**src/rtl/bp_pht_updater.sv**
```systemverilog
// bp_pht_updater: trains the gshare PHT from resolved branch outcomes.
//
// Resolved branches are converted at enqueue into {index, new 2-bit counter}
// and parked in a small FIFO. The FIFO drains into the PHT write port whenever
// fetch is not holding it. After reset, every PHT entry is first written with
// INIT_VALUE; updates are accepted only once that pass completes.
//
// Ports:
//   clk, rst_n     clock, asynchronous active-low reset
//   upd_valid      resolved-branch update offered
//   upd_ready      update accepted this cycle (RUN and FIFO not full)
//   upd_pc         branch PC (bits [PHT_INDEX_WIDTH+1:2] form the index)
//   upd_ghr        global history snapshot taken at prediction
//   upd_taken      resolved direction
//   upd_prev_ctr   PHT counter value read at prediction
//   pht_wr_stall   fetch owns the PHT port this cycle; no write
//   pht_we         PHT write enable
//   pht_waddr      PHT write index
//   pht_wdata      PHT write data
//   init_busy      initialisation pass in progress
//   occupancy      number of queued updates
//
// Build option:
//   BP_PHT_UPDATE_FORWARD_EN  when defined, the base counter for a new update
//   is taken from the youngest queued entry with the same index (so
//   back-to-back updates to one index accumulate); otherwise upd_prev_ctr.

module bp_pht_updater #(
    parameter int           PC_WIDTH        = 32,
    parameter int           PHT_INDEX_WIDTH = 10,
    parameter int           GHR_WIDTH       = 10,
    parameter int           QUEUE_DEPTH     = 4,
    parameter logic [1:0]   INIT_VALUE      = 2'b01
) (
    input  logic                               clk,
    input  logic                               rst_n,
    input  logic                               upd_valid,
    output logic                               upd_ready,
    input  logic [PC_WIDTH-1:0]                upd_pc,
    input  logic [GHR_WIDTH-1:0]               upd_ghr,
    input  logic                               upd_taken,
    input  logic [1:0]                         upd_prev_ctr,
    input  logic                               pht_wr_stall,
    output logic                               pht_we,
    output logic [PHT_INDEX_WIDTH-1:0]         pht_waddr,
    output logic [1:0]                         pht_wdata,
    output logic                               init_busy,
    output logic [$clog2(QUEUE_DEPTH+1)-1:0]   occupancy
);

    localparam int CW = $clog2(QUEUE_DEPTH + 1);
    localparam int PW = $clog2(QUEUE_DEPTH);

    localparam logic [1:0] ST_IDLE = 2'd0;
    localparam logic [1:0] ST_INIT = 2'd1;
    localparam logic [1:0] ST_RUN  = 2'd2;

    logic [1:0]                 state_q, state_d;
    logic [PHT_INDEX_WIDTH-1:0] init_cnt_q, init_cnt_d;
    logic [PW-1:0]              wr_ptr_q, wr_ptr_d;
    logic [PW-1:0]              rd_ptr_q, rd_ptr_d;
    logic [CW-1:0]              count_q, count_d;

    logic [PHT_INDEX_WIDTH-1:0] fifo_idx_q [QUEUE_DEPTH];
    logic [1:0]                 fifo_ctr_q [QUEUE_DEPTH];

    logic                       in_init, in_run, init_we, full, empty, enq, deq;
    logic [PHT_INDEX_WIDTH-1:0] upd_idx, head_idx;
    logic [1:0]                 head_ctr, base_ctr, new_ctr;
    logic                       unused_pc;

    assign unused_pc = ^{upd_pc[PC_WIDTH-1:PHT_INDEX_WIDTH+2], upd_pc[1:0]};

    assign in_init  = (state_q == ST_INIT);
    assign in_run   = (state_q == ST_RUN);
    assign init_we  = in_init & ~pht_wr_stall;
    assign full     = (count_q == CW'(QUEUE_DEPTH));
    assign empty    = (count_q == '0);
    assign head_idx = fifo_idx_q[rd_ptr_q];
    assign head_ctr = fifo_ctr_q[rd_ptr_q];

    // Full blocks enqueue even when the head drains in the same cycle.
    assign upd_ready = in_run & ~full;
    assign enq       = upd_valid & upd_ready;
    assign deq       = in_run & ~empty & ~pht_wr_stall;

    assign upd_idx = upd_pc[PHT_INDEX_WIDTH+1:2] ^ PHT_INDEX_WIDTH'(upd_ghr);

`ifdef BP_PHT_UPDATE_FORWARD_EN
    // Walk queued entries oldest to youngest so the youngest match wins; the
    // head is included even if it is being written this cycle.
    always_comb begin
        base_ctr = upd_prev_ctr;
        for (int i = 0; i < QUEUE_DEPTH; i++)
            if (CW'(i) < count_q && fifo_idx_q[rd_ptr_q + PW'(i)] == upd_idx)
                base_ctr = fifo_ctr_q[rd_ptr_q + PW'(i)];
    end
`else
    assign base_ctr = upd_prev_ctr;
`endif

    assign new_ctr = upd_taken ? ((base_ctr == 2'd3) ? 2'd3 : base_ctr + 2'd1)
                               : ((base_ctr == 2'd0) ? 2'd0 : base_ctr - 2'd1);

    always_comb begin
        pht_we    = in_init ? ~pht_wr_stall : deq;
        pht_waddr = in_init ? init_cnt_q : (empty ? '0 : head_idx);
        pht_wdata = in_init ? INIT_VALUE : (empty ? 2'd0 : head_ctr);
        init_busy = ~in_run;
        occupancy = count_q;
    end

    // IDLE and the unused encoding both fall into INIT.
    always_comb begin
        state_d    = in_init ? ((init_we && &init_cnt_q) ? ST_RUN : ST_INIT)
                             : (in_run ? ST_RUN : ST_INIT);
        init_cnt_d = init_we ? init_cnt_q + 1'b1 : init_cnt_q;
        wr_ptr_d   = enq ? wr_ptr_q + PW'(1) : wr_ptr_q;
        rd_ptr_d   = deq ? rd_ptr_q + PW'(1) : rd_ptr_q;
        count_d    = count_q + CW'(enq) - CW'(deq);
    end

    always_ff @(posedge clk or negedge rst_n) begin
        if (!rst_n) begin
            state_q    <= ST_IDLE;
            init_cnt_q <= '0;
            wr_ptr_q   <= '0;
            rd_ptr_q   <= '0;
            count_q    <= '0;
        end else begin
            state_q    <= state_d;
            init_cnt_q <= init_cnt_d;
            wr_ptr_q   <= wr_ptr_d;
            rd_ptr_q   <= rd_ptr_d;
            count_q    <= count_d;
        end
    end

    // Storage needs no reset: entries are only read while counted as valid.
    always_ff @(posedge clk) begin
        if (enq) begin
            fifo_idx_q[wr_ptr_q] <= upd_idx;
            fifo_ctr_q[wr_ptr_q] <= new_ctr;
        end
    end

endmodule

```
**config.mk**
```make
export PLATFORM = sky130hd
export DESIGN_NAME = bp_pht_updater
export DESIGN_NICKNAME = d
export VERILOG_FILES = /design/src/rtl/bp_pht_updater.sv
export SDC_FILE = /design/constraint.sdc
export NUM_CORES = 1
export LEC_CHECK = 0
export ABC_AREA = 1
export CAP_MARGIN = 5
export CORE_MARGIN = 2
export CORE_UTILIZATION = 30
export DETAILED_ROUTE_END_ITERATION = 7
export MAX_ROUTING_LAYER = met4
export PLACE_DENSITY = 0.52
export RECOVER_POWER = 100
export SYNTH_ARGS = -nofsm -noshare
export SYNTH_HDL_FRONTEND = slang
export SYNTH_SLANG_ARGS = --single-unit
```
**constraint.sdc**
```tcl
create_clock -name clk -period 3.9 [get_ports clk]
set_input_delay 0.585 -clock clk [delete_from_list [all_inputs] [get_ports clk]]
set_output_delay 0.585 -clock clk [all_outputs]
set_load 0.05 [all_outputs]
```
==> summary.txt <==
Global routing
  • Overflow after GRT: 0
  • Vias in the first global route: 2059
  • Tot GR Track Use: 12.9%
  • Largest net degree at the start of global routing: 27
  • First-pass GRT wire length: 10800 µm
  • Initial antenna violation count: 0

Route
  • Routed vias/inst: 4.46
  • DR pass1 iterations: 4
  • Routed WL per cell: 13.4 µm
  • DR iter-0 viols: 64
  • WL final: 6550 µm
  • DR DRC count: 0
  • Vias post-DR: 2173
  • Antenna viol nets, final: 0

Pwr
  • Lkg Pwr: 1.57 nW
  • Max VDD drop: 0.206 mV
  • Pwr/cell area: 488 nW/µm²

Layout
  • # nets final: 403
  • Most common cell after layout, fill and taps aside: nand2_1
  • Most frequent cells in the layout: 73 x nand2_1, 48 x edfxtp_1, 32 x nand3_1
  • Share of layout cells above drive strength 1: 11.7%
  • ANT cells: 0
  • Final Core Density: 38.4%
  • Sequential standard cell area: 1920 µm²
  • FILL cells: 1024
  • Footprint of the multi-input gates: 1060 µm²
  • Layout area overhead: 24.0%

Clock tree
  • Hold Buf Count CTS: 0
  • TritonCTS clock tree: yes
  • CTS Buf Count: 9
  • Worst skew pair latency: 0.34 ns
  • Clock Tree Root: clkbuf_8
  • Setup Buffers After CTS: 0
  • Post-cts sizing count: 0
  • Sink Count: 67
  • H-Tree Level Count: 3
  • Clock Path Buffers: 2
  • Clock-pin transition on the worst setup and hold timing paths: 0.07 ns

STA
  • Minimum clock period: 3.25 ns
  • RSZ-0062 raised after global routing: no
  • Measured slew at the worst slew-check pin: 0.892 ns
  • Slew headroom: 40.3%
  • Fin crit share: 83.2%
  • Setup violations, final: 0
  • Fmax: 0.308 GHz
  • Final Skew: 0.00781 ns
  • Final hold violation count: 0
  • Final-report max-slew violation count: 0
  • TNS Setup: 0 ns

Critical path
  • Worst setup EP type: output pin
  • CP Cell Sequence: inv_2, nand2_1, nand3_1, nand3_2, o21ai_2, dlygate4sd3_1
  • Element type at the critical path start: flop
  • CP peak stage delay: 0.88 ns
  • R2R Setup Slk: 1.49 ns
  • Slowest-stage cell, CP: dlygate4sd3_1
  • Critical path type: flop to output pin
  • CP top delay family: buffers and inverters
  • Critical path fanouts, max: 26
  • Worst Path Buf+Inv: 2
  • WP data arrival: 2.66 ns
  • CP required: 3.31 ns

Synthesis
  • Synth Area in Compound Gates: 3.87%
  • Largest family of logic cells by synthesized area: simple AND/OR/NAND/NOR gates
  • Multiplexer share of the synthesized area: 0%
  • Post-Synth Simple-Gate Area: 21.8%
  • Xor/xnor cell area share of the yosys netlist: 5.48%
  • Sequential share of the synthesized area: 60.0%
  • Number of library cell types mapped by synthesis: 30
  • Synth Area in Adders: 3.37%
  • Mapped Area: 3200 µm²
  • Mapped Cells: 293
  • Syn_nets: 350
  • Syn. warnings: 0
  • #FFs+latches synth: 67
  • Syn avg cell area: 10.9 µm²

Floorplan
  • Die outline area: 11500 µm²
  • Die width: 107 µm
  • Site Rows: 37
  • # IOs: 67
  • Initial Util: 31.0%
  • Core Footprint: 10300 µm²
  • Height of the die: 107 µm

Flow run
  • Max cap viols: 0

Placement
  • Detailed placer's ending HPWL: 4400 µm
  • RePlAce Congestion: 0.697
  • PortBufs: 44

Status
  • Status: completed

Worst hold path
  • Hold Path Class: flop to flop
==> worst register-to-register path, stage by stage (launching register included) <==
cell and delay, ns:
dfrtp_1 0.43, nor2_1 0.28, nand3_1 0.32, ha_1 0.38, inv_1 0.05, ha_1 0.13, inv_1 0.05, fa_1 0.38
xnor2_1 0.15, xor2_1 0.14
==> routing by layer <==
layer	up-vias	track usage [%]	share of wire [%]
met3	7	3.04	4.2
li1	1075	-	-
met2	52	19.9	47
met4	0	4.27	1.5
met5	-	-	0
met1	1039	16.7	47
==> report_power, final <==
part           internal (mW)  switching (mW)
logic                  0.149           0.299
clock network          0.361           0.266
registers              0.815          0.0459
total                   1.32           0.611
==> area by class of cell <==
cell class,count,area share [%]
Clock inverter,6,2.24
Clock buffer,10,3.22
Tap cell,136,4.29
Sequential cell,67,48.4
Timing Repair Buffer,50,11.9
Inverter,33,3.19
Multi-Input combinational cell,185,26.8
==> Yosys cell counts <==
library cell	count	share of area, %
a21oi_1	1	0.16
buf_2	4	0.63
nand4_1	3	0.59
inv_4	1	0.20
clkbuf_1	1	0.12
xor2_1	19	5.2
inv_2	3	0.35
nand2_4	1	0.35
buf_4	2	0.47
buf_6	1	0.35
nor2_1	14	1.6
o21ai_2	8	2.2
nand3_2	13	4.1
fa_1	1	0.63
dfrtp_1	19	15
nand2_1	73	8.6
o21ai_0	5	0.78
nor2_4	3	1.1
a31oi_1	1	0.20
o21ai_1	2	0.31
xnor2_1	1	0.27
clkinv_1	1	0.12
nand3_4	1	0.55
nand3b_1	1	0.23
inv_1	28	3.3
a21boi_1	1	0.23
edfxtp_1	48	45
ha_1	7	2.7
nor2_2	1	0.20
nand3_1	29	4.5
==> cells by family after synthesis <==
logic type	Yosys count
and+or+nand+nor	139
DFF	67
buffers and inverters	41
xor gates and xnor gates	20
AOI/OAI and AO/OA	18
adders and majority gates	8
==> flip-flops by register name (all words and copies together), names as in the netlist <==
signal and flops:
fifo_ctr_q 8, fifo_idx_q 40, init_cnt_q 10, occupancy 3
rd_ptr_q 2, state_q 2, wr_ptr_q 2
==> worst paths after layout <==
check,startpoint,to,depth (start not counted)
max,rd_ptr_q[0],pht_waddr[9],6
min reg2reg,init_cnt_q[3],init_cnt_q[3],1
max in group asynchronous,rst_n,rd_ptr_q[0],1
min,init_cnt_q[3],init_cnt_q[3],1
max reg2reg,state_q[0],occupancy[2],9
min in group asynchronous,rst_n,init_cnt_q[2],1
==> through the flow <==
step / instances / hold slack [ns] / power, mW / setup WS, ns / instance area, µm²
5_1_grt: 487 / 0.559 / 2.03 / 0.492 / 3960
4_1_cts: 487 / 0.532 / 1.99 / 0.683 / 4020
3_5_place_dp: 471 / 0.518 / 1.36 / 1.07 / 3800
2_1_floorplan: 293 / 0.289 / 1.19 / 1.38 / 3200
6_report: 487 / 0.529 / 1.94 / 0.654 / 3960
3_3_place_gp: 471 / 0.520 / 1.35 / 1.07 / 3800
(Power assumes the default switching activity.)
